<file path="src/rtl/ibuf_rd_agu_pkg.sv">
// -----------------------------------------------------------------------------
// ibuf_rd_agu_pkg
// Shared widths, the default address limit and the FSM state encoding for the
// instruction-buffer read address generator.
// Ports: none (package).
// -----------------------------------------------------------------------------
package ibuf_rd_agu_pkg;

  localparam int ADDR_W         = 15;     // buffer line address width
  localparam int DATA_W         = 128;    // read beat width
  localparam int LEN_W          = 8;      // burst length field (beats - 1)
  localparam int OSTD_W         = 4;      // outstanding counter, holds 0..15
  localparam int ADDR_LIMIT_DEF = 24576;  // 24 banks x 1024 lines

  typedef enum logic [1:0] {
    IDLE  = 2'd0,
    ISSUE = 2'd1,
    DRAIN = 2'd2
  } agu_state_e;

endpackage

</file>
<file path="src/rtl/ibuf_rd_agu_if.sv">
// -----------------------------------------------------------------------------
// ibuf_rd_agu_if
// Bundles the descriptor input, the buffer port-a request/return channel and
// the downstream read stream of the address generator.
//   master : the address generator side (drives requests, consumes returns)
//   slave  : the environment side (descriptor source, buffer, downstream sink)
// -----------------------------------------------------------------------------
interface ibuf_rd_agu_if;
  import ibuf_rd_agu_pkg::*;

  // descriptor
  logic              desc_valid;
  logic              desc_ready;
  logic [ADDR_W-1:0] desc_addr;
  logic [LEN_W-1:0]  desc_len;
  logic [ADDR_W-1:0] desc_stride;
  // buffer port a request
  logic              cen_a;
  logic              wen_a;
  logic [ADDR_W-1:0] addr_a;
  logic              last_a;
  logic              ready_a;
  // buffer port a return
  logic [DATA_W-1:0] rdata_a;
  logic              rvalid_a;
  logic              rlast_a;
  logic              rready_a;
  // downstream stream
  logic              out_valid;
  logic [DATA_W-1:0] out_data;
  logic              out_last;
  logic              out_ready;
  logic              done;

  modport master (
    input  desc_valid, desc_addr, desc_len, desc_stride,
    output desc_ready,
    output cen_a, wen_a, addr_a, last_a,
    input  ready_a,
    input  rdata_a, rvalid_a, rlast_a,
    output rready_a,
    output out_valid, out_data, out_last,
    input  out_ready,
    output done
  );

  modport slave (
    output desc_valid, desc_addr, desc_len, desc_stride,
    input  desc_ready,
    input  cen_a, wen_a, addr_a, last_a,
    output ready_a,
    output rdata_a, rvalid_a, rlast_a,
    input  rready_a,
    input  out_valid, out_data, out_last,
    output out_ready,
    input  done
  );

endinterface

</file>
<file path="src/rtl/ibuf_addr_wrap.sv">
// -----------------------------------------------------------------------------
// ibuf_addr_wrap
// Combinational next-line-address adder with single wrap-around at ADDR_LIMIT.
//   i_addr      : current line address
//   i_stride    : increment
//   o_next_addr : (i_addr + i_stride), minus ADDR_LIMIT once if the 16-bit
//                 sum reaches the limit
// -----------------------------------------------------------------------------
module ibuf_addr_wrap
  import ibuf_rd_agu_pkg::*;
#(
  parameter int ADDR_LIMIT = ADDR_LIMIT_DEF
) (
  input  logic [ADDR_W-1:0] i_addr,
  input  logic [ADDR_W-1:0] i_stride,
  output logic [ADDR_W-1:0] o_next_addr
);

  localparam logic [ADDR_W:0] LIMIT = (ADDR_W + 1)'(ADDR_LIMIT);

  // One extra bit so the carry of the sum is visible to the compare.
  logic [ADDR_W:0] w_sum;

  assign w_sum       = {1'b0, i_addr} + {1'b0, i_stride};
  assign o_next_addr = ADDR_W'((w_sum >= LIMIT) ? (w_sum - LIMIT) : w_sum);

endmodule

</file>
<file path="src/rtl/ibuf_rd_agu.sv">
// -----------------------------------------------------------------------------
// ibuf_rd_agu
// Turns one burst descriptor into per-beat buffer read requests (with last
// marking), limits accepted-but-unreturned beats to OSTD_MAX, forwards the
// returned beats downstream with zero latency and pulses done when the final
// beat of the burst has been delivered.
//   clk, rst : single clock, synchronous active-high reset
//   bus      : ibuf_rd_agu_if.master (descriptor, port a, downstream, done)
// Build option: IBUF_RD_AGU_STRIDE_EN defined -> desc_stride is the per-beat
// increment; undefined -> desc_stride is ignored and the increment is 1.
// -----------------------------------------------------------------------------
module ibuf_rd_agu
  import ibuf_rd_agu_pkg::*;
#(
  parameter int OSTD_MAX   = 4,
  parameter int ADDR_LIMIT = ADDR_LIMIT_DEF
) (
  input  logic           clk,
  input  logic           rst,
  ibuf_rd_agu_if.master  bus
);

  agu_state_e        r_state, w_state_nxt;
  logic [ADDR_W-1:0] r_addr, w_incr, w_next_addr;
  logic [LEN_W-1:0]  r_len, r_beat;
  logic [OSTD_W-1:0] r_ostd;
  logic              r_done;
  logic              w_cen, w_desc_ready, w_desc_hs, w_req_hs, w_ret_hs;
  logic              w_burst_end;

`ifdef IBUF_RD_AGU_STRIDE_EN
  logic [ADDR_W-1:0] r_stride;
  assign w_incr = r_stride;
`else
  logic              w_unused_stride;
  assign w_unused_stride = ^bus.desc_stride;
  assign w_incr          = ADDR_W'(1);
`endif

  ibuf_addr_wrap #(.ADDR_LIMIT(ADDR_LIMIT)) u_wrap (
    .i_addr      (r_addr),
    .i_stride    (w_incr),
    .o_next_addr (w_next_addr)
  );

  assign w_desc_hs   = w_desc_ready && bus.desc_valid && !rst;
  assign w_req_hs    = w_cen && bus.ready_a;
  assign w_ret_hs    = bus.rvalid_a && bus.out_ready;
  // Final return: only one beat left outstanding and it carries rlast.
  assign w_burst_end = (r_state == DRAIN) && w_ret_hs && bus.rlast_a &&
                       (r_ostd == OSTD_W'(1));

  // NOTE: every output of this block gets a default first, so no path can
  // leave one unassigned and infer a latch.
  always_comb begin
    w_state_nxt  = r_state;
    w_cen        = 1'b0;
    w_desc_ready = 1'b0;
    case (r_state)
      IDLE: begin
        w_desc_ready = 1'b1;
        if (bus.desc_valid) w_state_nxt = ISSUE;
      end
      ISSUE: begin
        w_cen = (r_ostd < OSTD_W'(OSTD_MAX));
        if (w_cen && bus.ready_a && (r_beat == r_len)) w_state_nxt = DRAIN;
      end
      DRAIN: begin
        if (w_burst_end) w_state_nxt = IDLE;
      end
      default: w_state_nxt = IDLE;
    endcase
    // Reset is synchronous, so mask the request side while it is held.
    if (rst) begin
      w_cen        = 1'b0;
      w_desc_ready = 1'b1;
    end
  end

  // NOTE: sequential state uses non-blocking assignments so every flop
  // samples pre-edge values regardless of block ordering.
  always_ff @(posedge clk) begin
    if (rst) r_state <= IDLE;
    else     r_state <= w_state_nxt;
  end

  always_ff @(posedge clk) begin
    if (rst) begin
      r_addr <= '0;
      r_len  <= '0;
      r_beat <= '0;
      r_ostd <= '0;
      r_done <= 1'b0;
`ifdef IBUF_RD_AGU_STRIDE_EN
      r_stride <= '0;
`endif
    end else begin
      r_done <= w_burst_end;
      if (w_desc_hs) begin
        r_addr <= bus.desc_addr;
        r_len  <= bus.desc_len;
        r_beat <= '0;
`ifdef IBUF_RD_AGU_STRIDE_EN
        r_stride <= bus.desc_stride;
`endif
      end else if (w_req_hs) begin
        r_addr <= w_next_addr;
        r_beat <= r_beat + LEN_W'(1);
      end
      // Simultaneous issue and return cancel out; a stray return never wraps.
      case ({w_req_hs, w_ret_hs})
        2'b10:   r_ostd <= r_ostd + OSTD_W'(1);
        2'b01:   if (r_ostd != '0) r_ostd <= r_ostd - OSTD_W'(1);
        default: r_ostd <= r_ostd;
      endcase
    end
  end

  assign bus.desc_ready = w_desc_ready;
  assign bus.cen_a      = w_cen;
  assign bus.wen_a      = 1'b0;
  assign bus.addr_a     = r_addr;
  assign bus.last_a     = (r_beat == r_len);
  assign bus.done       = r_done && !rst;

  // Read stream is a pure wire-through.
  assign bus.out_valid  = bus.rvalid_a;
  assign bus.out_data   = bus.rdata_a;
  assign bus.out_last   = bus.rlast_a;
  assign bus.rready_a   = bus.out_ready;

endmodule

</file>
<file path="src/flat_wrapper.sv">
// flat-port wrapper written by rule: the top's interface ports become plain ports
module ibuf_rd_agu_flat import ibuf_rd_agu_pkg::*;
#(
  parameter int OSTD_MAX   = 4,
  parameter int ADDR_LIMIT = ADDR_LIMIT_DEF
)
  (clk, rst, bus_desc_valid, bus_desc_addr, bus_desc_len, bus_desc_stride, bus_desc_ready, bus_cen_a, bus_wen_a, bus_addr_a, bus_last_a, bus_ready_a, bus_rdata_a, bus_rvalid_a, bus_rlast_a, bus_rready_a, bus_out_valid, bus_out_data, bus_out_last, bus_out_ready, bus_done);
  ibuf_rd_agu_if bus_i ();
  input  logic clk;
  input  logic rst;
  input wire logic [$bits(bus_i.desc_valid)-1:0] bus_desc_valid;
  input wire logic [$bits(bus_i.desc_addr)-1:0] bus_desc_addr;
  input wire logic [$bits(bus_i.desc_len)-1:0] bus_desc_len;
  input wire logic [$bits(bus_i.desc_stride)-1:0] bus_desc_stride;
  output wire logic [$bits(bus_i.desc_ready)-1:0] bus_desc_ready;
  output wire logic [$bits(bus_i.cen_a)-1:0] bus_cen_a;
  output wire logic [$bits(bus_i.wen_a)-1:0] bus_wen_a;
  output wire logic [$bits(bus_i.addr_a)-1:0] bus_addr_a;
  output wire logic [$bits(bus_i.last_a)-1:0] bus_last_a;
  input wire logic [$bits(bus_i.ready_a)-1:0] bus_ready_a;
  input wire logic [$bits(bus_i.rdata_a)-1:0] bus_rdata_a;
  input wire logic [$bits(bus_i.rvalid_a)-1:0] bus_rvalid_a;
  input wire logic [$bits(bus_i.rlast_a)-1:0] bus_rlast_a;
  output wire logic [$bits(bus_i.rready_a)-1:0] bus_rready_a;
  output wire logic [$bits(bus_i.out_valid)-1:0] bus_out_valid;
  output wire logic [$bits(bus_i.out_data)-1:0] bus_out_data;
  output wire logic [$bits(bus_i.out_last)-1:0] bus_out_last;
  input wire logic [$bits(bus_i.out_ready)-1:0] bus_out_ready;
  output wire logic [$bits(bus_i.done)-1:0] bus_done;
  assign bus_i.desc_valid = bus_desc_valid;
  assign bus_i.desc_addr = bus_desc_addr;
  assign bus_i.desc_len = bus_desc_len;
  assign bus_i.desc_stride = bus_desc_stride;
  assign bus_desc_ready = bus_i.desc_ready;
  assign bus_cen_a = bus_i.cen_a;
  assign bus_wen_a = bus_i.wen_a;
  assign bus_addr_a = bus_i.addr_a;
  assign bus_last_a = bus_i.last_a;
  assign bus_i.ready_a = bus_ready_a;
  assign bus_i.rdata_a = bus_rdata_a;
  assign bus_i.rvalid_a = bus_rvalid_a;
  assign bus_i.rlast_a = bus_rlast_a;
  assign bus_rready_a = bus_i.rready_a;
  assign bus_out_valid = bus_i.out_valid;
  assign bus_out_data = bus_i.out_data;
  assign bus_out_last = bus_i.out_last;
  assign bus_i.out_ready = bus_out_ready;
  assign bus_done = bus_i.done;
  ibuf_rd_agu #(.OSTD_MAX(OSTD_MAX), .ADDR_LIMIT(ADDR_LIMIT)) u_core (.clk(clk), .rst(rst), .bus(bus_i));
endmodule
</file>
<file path="config.mk">
export PLATFORM = sky130hd
export DESIGN_NAME = ibuf_rd_agu_flat
export DESIGN_NICKNAME = d
export VERILOG_FILES = /design/src/rtl/ibuf_rd_agu_pkg.sv /design/src/rtl/ibuf_rd_agu_if.sv /design/src/rtl/ibuf_addr_wrap.sv /design/src/rtl/ibuf_rd_agu.sv /design/src/flat_wrapper.sv
export SDC_FILE = /design/constraint.sdc
export NUM_CORES = 1
export LEC_CHECK = 0
export ABC_CLOCK_PERIOD_IN_PS = 2550
export CELL_PAD_IN_SITES_DETAIL_PLACEMENT = 0
export CELL_PAD_IN_SITES_GLOBAL_PLACEMENT = 1
export CORE_AREA = 2 2 185 114
export DETAILED_ROUTE_END_ITERATION = 10
export DIE_AREA = 0 0 187 116
export MAX_ROUTING_LAYER = met4
export PLACE_DENSITY_LB_ADDON = 0.1
export SKIP_LAST_GASP = 1
export SLEW_MARGIN = 10
export SYNTH_ARGS = -nofsm -noshare
export SYNTH_HDL_FRONTEND = slang
export SYNTH_HIERARCHICAL = 1
export SYNTH_SLANG_ARGS = --single-unit
</file>
<file path="constraint.sdc">
create_clock -name clk -period 2.55 [get_ports clk]
set_clock_uncertainty 0.1 [all_clocks]
set_input_delay 0.6375 -clock clk [delete_from_list [all_inputs] [get_ports clk]]
set_output_delay 0.6375 -clock clk [all_outputs]
set_load 0.01 [all_outputs]
</file>
Word-level counts from Yosys, hierarchy flattened
Index checks and enable logic that the tools add are counted.

word-level totals
  logic and storage cells = 54
  bits in registers = 38
  input bits = 173
  output and inout bits = 151

cells by class
  multiplexer cells = 13
  magnitude comparators = 2
  $add $sub $neg = 5
  equality and inequality tests = 10
  reduce and logical (&&, ||, !) cells = 18

operators by type and width
  cell                      count
  $mux W15                  3
  $add A15 B1 Y16 const B   1
  $ge A16 B15 Y1 const B    1
  $sub A15 B15 Y15 const B  1
  $logic_and A1 B1 Y1       10
  $add A8 B1 Y8 const B     1
  $eq A8 B8 Y1              1
  $pmux W4 S2               1
  $mux W2                   3
  $ne A2 B1 Y1 const B      3
  $pmux W2 S3               1
  $add A4 B1 Y4 const B     1
  $eq A2 B1 Y1 const B      2
  $eq A2 B2 Y1 const B      2
  $eq A4 B1 Y1 const B      1
  $lt A4 B3 Y1 const B      1
  $mux W1                   4
  $mux W4                   1
  $reduce_bool A2 Y1        2
  $reduce_bool A4 Y1        1
  $sub A4 B1 Y4 const B     1
  $reduce_and A3 Y1         1
  $logic_not A2 Y1          1
  $ne A2 B2 Y1 const B      1
  other kinds (3)           3

Depth between registers and ports, before layout
Gate-level depths: netlist of the first run.

  word-level depth = 7
  gate-level depth with buffers = 10
  gate-level depth less buffers = 10

Modules after synthesis
The synthesis of the first run kept the hierarchy.

by module, submodules not included
  module          instances  sequential area each (um^2)  area an instance (um^2)  cells an instance
  ibuf_rd_agu     1          760.7                        2842.7                   343
  ibuf_addr_wrap  1          0.0                          908.4                    127

Worst setup path after synthesis of the first run
Ideal clock, no wire load.

  kind = flip-flop to flip-flop
  from = reg u_core.r_addr[0], in the netlist u_core/bus.addr_a[0]
  to = reg u_core.r_addr[13], in the netlist u_core/bus.addr_a[13]
  path slack = -0.326 ns
  clock period less this slack = 2.876 ns
  cell stages (with the launch flop) = 11
  setup time = 0.142 ns
  arrival time = 2.633 ns
  data required time = 2.308 ns
  cell sequence = dfxtp_1 > ha_1 > fa_1 > a211oi_2 > nor4b_1 > or4_4 > and3_4 > a22o_1 > or3_1 > nand2_1 > a311oi_1

on the way
  longest elaborated chain between the ends = 5

ends and longest elaborated chain
  item                                                RTL line              source
  start: declaration                                  ibuf_rd_agu.sv:24     logic [ADDR_W-1:0] r_addr, w_incr, w_next_addr;
  start signal: assignment                            ibuf_rd_agu.sv:100    r_addr <= bus.desc_addr;
  start signal: assignment                            ibuf_rd_agu.sv:107    r_addr <= w_next_addr;
  $add A15 B1 Y16 *                                   ibuf_addr_wrap.sv:24  assign w_sum = {1'b0, i_addr} + {1'b0, i_stride};
  $sub A15 B15 Y15 or $ge A16 B15 Y1 (tied branches)  ibuf_addr_wrap.sv:25  assign o_next_addr = ADDR_W'((w_sum >= LIMIT) ? (w_sum - LIMIT) : w_sum);
  $mux W15 *                                          ibuf_addr_wrap.sv:25
  net u_core.w_next_addr[13]                          ibuf_rd_agu.sv:24
  $mux W15 *                                          ibuf_rd_agu.sv:106    end else if (w_req_hs) begin
  $mux W15 *                                          ibuf_rd_agu.sv:99     if (w_desc_hs) begin

The timed path passes the listed nets; every way through them passes the cells marked *. The select of a mux whose other input is x is not followed.
A chain may end at the register's enable or synchronous reset.

Final worst setup path of the first run
Same ends and word-level chain as after synthesis.

==> impl_results.md, run 1 <==
- Outcome: finished with violations
- Failing checks: negative setup slack
- IO Pins: 324
- Worst flop-to-flop path startpoint: u_core/bus.addr_a[0]
- Clock latency on the worst-skew pair: around 290 ps
- YS warnings: 6
- PwrDens: 623 mW/mm^2
- Final Max Slew Viols: 0
- Worst slew pin tran: 1040 ps
- Initial core utilization: 18.9%
- Reg-to-reg endpoint: u_core/bus.addr_a[13]
- Crit path launch type: register
- Seq cells post-synth: 38
- Max Root-Sink Buffers: 2
- DP HPWL: between 8000 and 9000 um
- Final Instance Count excl. Fillers: 712
- Leak: 1.60 nW
- Setup-failing EPs final: 2
- Setup slack on the worst flop-to-flop path: -320 ps
- Cell family with most CP delay: simple AND/OR/NAND/NOR gates
- Crit. End Element: register
- Vias per cell: 4.15
- FP Rows: 40
- P&R area growth vs syn: 11.9%
- Wire per inst: 16.1 um
- Synth unique cells: 62
- Fin crit share: 113%
- Most common cell after layout, fill and taps aside: clkdlybuf4s50_1
- Final Worst Setup Slack: -323 ps
- Post-CTS Setup Inserts: 0
- Asr flop ratio synth: 0%
- Total Power: 2.61 mW
- Hold_ws: 396 ps
- Cell count after placement: 704
- Final TNS setup: -573 ps
- Worst path cell trace: ha_4 > fa_2 > a211oi_4 > nor4b_4 > or4_4 > and3_4 > a22o_1 > or3_1 > nand2_1 > a311oi_1
- Num CTS Buffers: 5
- CP max stage cell: or4_4
- Slew headroom: 30.7%
- Post-synth EDFFs: 0
- WP depth: 10
- Die W: 187 um
- GR Util met2: roughly an eighth
- Worst Path Required: 2620 ps
- Die H: 116 um
- Port Buf Inserts: 51
- Hold Crit Class: register to register
- Layout Nets: about 630
- Max Fanout on Critical Path: 3
- WL final: approximately 11000 um
- Root Buffer: clkbuf_16
- Hold Path End: u_core/r_len[7]
- Total track usage: 11.1%
- Critical Path AT: 2940 ps
- Busiest layer in global routing: met1
- Final Critical Period: roughly 2900 ps
- TritonRoute pass-1 iters: 4
- Vias in the first global route: 2963
- Most frequent cells in the layout: clkdlybuf4s50_1, nand2_1, nor2_1, buf_4, dfxtp_1
- FF-to-FF path depth: 10
- Worst hold stages: 1
- ANT cells: 0
- WP buf/inv: 0
- Vias: 2954
- Core ar.: approximately 0.020 mm^2
- DRT iter0 DRCs: 86
- Top_reg_cell synth: dfxtp_1
- Initial antenna violation count: 0
- Met3 Use GR: 3.60%
- Largest net degree at the start of global routing: 28
- Cell area after synthesis: ~0.0038 mm^2
- Drt drc: 0
- Fmax: 0.348 GHz
- Max Cap Viol: 0
- GRT overflow: 0
- RSZ-0062 raised after global routing: yes
- Global Route met1 Usage: 16.2%
- Clock slew at reported path FFs: roughly 70 ps
- Worst ir drop on vdd: 0.346 mV
- First-pass GRT wire length: 17800 um
- Sequential share of the synthesized area: 20.3%
- DIE AREA: between 0.02 and 0.025 mm^2
- Fin. Hold Viols: 0
- ANT nets after route: 0
- Syn Area/Cell: 7.98 um^2
- Fraction of layout cells with a size suffix above 1: 17.8%
- CTS tree: built
- CP max stage delay: between 400 and 500 ps
- Global placement routability congestion: 0.741
- Clock sink count: 38
- HP Start: u_core/r_len[7]
- Htree depth: 2
- Critical path class: register to register
- Post-synthesis cell count: between 400 and 500
worst register-to-register path: cells and delay by family, from the launching register on:
family | cells | cell delay [ps]
compound gates | 3 | 580
fa+ha+maj | 2 | 560
flops | 1 | 330
simple gates | 5 | 1170
what timing repair did:
action	CTS	global route
setup endpoints to repair	6	8
cloned	0	0
resized for setup	4	13
hold buffers	0	0
pin swaps	1	10
report_power, final:
| group | switching [mW] | total (mW) | internal (mW) |
|---|---|---|---|
| Combinational | 0.522 | 1.04 | 0.515 |
| Sequential | 0.0649 | 0.722 | 0.657 |
| Clock | 0.293 | 0.856 | 0.563 |
area by class of cell:
class                      instances  area, um^2
timing repair buffer              93         836
inverter                           3        11.3
fill                            2233       15700
clock buffer                       5         125
sequential                        38         766
multi-input combinational        297        2050
tap                              273         342
clock inverter                     3        68.8
cell usage after synthesis (2+ instances only):
library cell / count / area [um^2]
nor2b_1: 4 / 25.0
nand2b_1: 2 / 12.5
a311oi_1: 17 / 149
xnor2_1: 16 / 140
xor2_1: 3 / 26.3
mux2_2: 2 / 22.5
mux2i_1: 2 / 20.0
inv_1: 3 / 11.3
or2_2: 2 / 12.5
nand4_1: 5 / 31.3
o21ai_0: 11 / 55.1
a21o_1: 8 / 60.1
o21a_1: 2 / 15.0
nand2_1: 48 / 180
nand3_1: 6 / 30.0
a211o_1: 3 / 26.3
a211oi_1: 6 / 45.0
a21oi_1: 7 / 35.0
or4_1: 4 / 30.0
a31oi_1: 3 / 18.8
buf_2: 2 / 10.0
nand3b_1: 2 / 15.0
o21ai_1: 2 / 10.0
and4_1: 2 / 17.5
buf_4: 133 / 998
o31ai_1: 2 / 15.0
nor3b_4: 2 / 37.5
a31o_2: 2 / 17.5
and2_1: 3 / 18.8
a22o_1: 9 / 78.8
conb_1: 2 / 7.51
nor3_1: 12 / 60.1
ha_1: 20 / 250
o211ai_1: 4 / 30.0
nor2_1: 46 / 173
dfxtp_1: 38 / 761
buf_6: 3 / 33.8
a22oi_1: 2 / 15.0
clkbuf_1: 7 / 26.3
worst max path at each step:
stage / start / endpoint / slack [ps]
floorplan: u_core/bus.addr_a[1] / u_core/bus.addr_a[13] / 4
detailed placement: u_core/bus.addr_a[0] / u_core/bus.addr_a[13] / -330
finish: u_core/bus.addr_a[0] / u_core/bus.addr_a[13] / -320
global route: u_core/bus.addr_a[0] / u_core/bus.addr_a[13] / -430
global placement: u_core/bus.addr_a[0] / u_core/bus.addr_a[13] / -280
CTS: u_core/bus.addr_a[0] / u_core/bus.addr_a[13] / -330
state kept, by name (all words and copies together), names as in the netlist:
register and flops:
u_core/bus.addr_a 15, u_core/r_beat 8, u_core/r_done 1, u_core/r_len 8, u_core/r_ostd 4, u_core/r_state 2
cell families (layout without fill, tap and decap cells):
logic type	count (synthesis)	after routing	share of synthesized area, %
fa+ha+maj	21	21	7.20
buf+inv	150	104	29.3
compound gates	87	87	17.5
mux	5	5	1.43
flops	38	38	20.3
xor+xnor	19	19	4.44
other cells	2	17	0.200
simple gates	148	148	19.6
metrics by stage:
| step | util, % | cell area [um^2] | setup WS [ps] |
|---|---|---|---|
| global placement | 19.7 | 3920 | -277 |
| global route | 21.1 | 4200 | -429 |
| finish | 21.1 | 4200 | -323 |
| CTS | 20.7 | 4120 | -325 |
| detailed placement | 19.7 | 3920 | -334 |
| floorplan | - | 3820 | 3.57 |
per-layer routing:
metal | part of all wire, % | up-vias
met5 | 0 | -
met2 | 33 | 126
met3 | 6.8 | 80
met4 | 4.8 | 0
met1 | 55 | 1315
li1 | - | 1433
(Power assumes the default switching activity.)
==> inputs of run 2 (changes only) <==
--- a/config.mk
+++ b/config.mk
@@ -9,6 +9,7 @@
 export CELL_PAD_IN_SITES_DETAIL_PLACEMENT = 0
 export CELL_PAD_IN_SITES_GLOBAL_PLACEMENT = 1
 export CORE_AREA = 2 2 185 114
+export CTS_BUF_LIST = sky130_fd_sc_hd__clkbuf_8
 export DETAILED_ROUTE_END_ITERATION = 10
 export DIE_AREA = 0 0 187 116
 export MAX_ROUTING_LAYER = met4
==> impl_results.md, run 2 (synthesis gave the netlist of run 1 again) <==
- Outcome: finished with violations
- Failing checks: negative setup slack
- Most common cell after layout, fill and taps aside: clkdlybuf4s50_1
- Fmax: 0.348 GHz (about the same)
- Drt drc: 0 (unchanged)
- DR WL met2: 3800 um (+0.13%)
- CTS tree: built
- Wire per inst: 16.1 um (about the same)
- Global placement routability congestion: 0.741 (unchanged)
- Setup-failing EPs final: 2 (unchanged)
- FP Rows: 40 (unchanged)
- Port Buf Inserts: 51 (unchanged)
- Max Root-Sink Buffers: 2 (unchanged)
- M1 WL: 6250 um (-0.97%)
- Final core utilization: 20.9% (-0.26 points)
- Max layer used: met4
- Final TNS setup: -560 ps (+13.2 ps)
- Htree depth: 2 (unchanged)
- TritonRoute pass-1 iters: 4 (unchanged)
- Max FFs per register: 15 (unchanged)
- Die H: 116 um (unchanged)
- Fin. Hold Viols: 0 (unchanged)
- Critical Path AT: 2960 ps (+20 ps)
- Slew headroom: 32.5% (+1.8 points)
- GRT overflow: 0 (unchanged)
- Largest net degree at the start of global routing: 28 (unchanged)
- ANT nets after route: 0 (unchanged)
- Final Worst Setup Slack: -321 ps (+2.48 ps)
- Hold Crit Class: register to register
- DIE AREA: 0.0217 mm^2 (unchanged)
- First-pass GRT wire length: 17800 um (about the same)
- RSZ-0062 raised after global routing: yes
- DP HPWL: 8960 um (unchanged)
- Setup slack on the worst flop-to-flop path: -320 ps (about the same)
- DRT iter0 DRCs: 84 (-2.3%)
- Final Critical Period: 2870 ps (-2.48 ps)
- Critical path class: register to register
- Worst slew pin tran: 1010 ps (-27.6 ps)
- Max Fanout on Critical Path: 3 (unchanged)
- WL final: 11400 um (about the same)
- IO Pins: 324 (unchanged)
- Hold_ws: 380 ps (-16.1 ps)
- Root Buffer: clkbuf_8
- WL met3: 853 um (+9.9%)
- Clock latency on the worst-skew pair: 310 ps (+20 ps)
- Layout Nets: 632 (unchanged)
- Clock sink count: 38 (unchanged)
- # hold bufs at CTS: 0 (unchanged)
- Vias in the first global route: 2963 (unchanged)
- Max Cap Viol: 0 (unchanged)
- Final Max Slew Viols: 0 (unchanged)
- Most frequent cells in the layout: clkdlybuf4s50_1, nand2_1, nor2_1, buf_4, dfxtp_1
- Leak: 1.58 nW (-1.5%)
- Num CTS Buffers: 5 (unchanged)
- PwrDens: 585 mW/mm^2 (-6.1%)
- Initial antenna violation count: 0 (unchanged)
- Die W: 187 um (unchanged)
- Worst ir drop on vdd: 0.303 mV (-12%)
- Setup WS pre-CTS: -334 ps (unchanged)
- Vias per cell: 4.12 (-0.71%)
- Core ar.: 0.0199 mm^2 (unchanged)
- Crit path launch type: register
- Total Power: 2.42 mW (-7.3%)
- Worst Path Required: 2640 ps (+20 ps)
- Initial core utilization: 18.9% (unchanged)
- Vias: 2933 (-0.71%)
- Clock slew at reported path FFs: 90 ps (+20 ps)
- Fraction of layout cells with a size suffix above 1: 18.7% (+0.91 points)
- Crit. End Element: register
- Fin crit share: 113% (about the same)
- ANT cells: 0 (unchanged)
- Total track usage: 11.1% (about the same)
- P&R area growth vs syn: 10.5%
## run 2: cell count changes in the layout (fill, tap and decap cells not counted)
cell,delta
clkbuf_16,-5
dfxtp_1,-4
dfxtp_2,+4
clkbuf_8,+5
## run 2: layout make-up
type	instances	area [um^2]
clock buffers	5	68.8
clock inverters	3	68.8
fillers	2238	15700
inverters	3	11.3
multi-input cells	297	2050
flip-flops and latches	38	771
well taps	273	342
repair buffers	93	836
## run 2: power breakdown
part | switching (mW) | internal (mW) | leakage [nW]
clock network | 0.274 | 0.393 | 0.0683
logic | 0.521 | 0.515 | 1.20
registers | 0.0649 | 0.656 | 0.314
total | 0.860 | 1.56 | 1.58
## run 2: through the flow
stage	std cells	instance area, um^2
6_report	712	4150
2_1_floorplan	485	3820
4_1_cts	712	4070
5_1_grt	712	4150
3_5_place_dp	704	3920
3_3_place_gp	704	3920
## run 2: metal layers
metal,vias to the layer above,track usage (%)
met5,-,-
met4,0,5.87
met3,75,3.60
met2,125,12.6
met1,1301,16.3
li1,1432,-
## run 2: final timing paths
path | startpoint | end | cells after the start
max | u_core/bus.addr_a[0] | u_core/bus.addr_a[13] | 10
max reg2reg | u_core/bus.addr_a[0] | u_core/bus.addr_a[13] | 10
min | u_core/r_beat[1] | u_core/r_beat[1] | 2
min reg2reg | u_core/r_beat[1] | u_core/r_beat[1] | 2
## run 2: worst max-delay path, stage by stage, from the launching register on
cell and delay, ps:
dfxtp_2 340, ha_4 170, fa_2 390, a211oi_4 310
nor4b_4 80, or4_4 460, and3_4 200, a22o_1 190
or3_1 340, nand2_1 80, a311oi_1 80
## run 2: timing repair
item / in CTS / in global routing
hold endpoints to repair: 0 / 0
resized for setup: 5 / 16
buffers inserted: 0 / 0
endpoints found under the setup margin: 7 / 8
pin swaps: 1 / 9
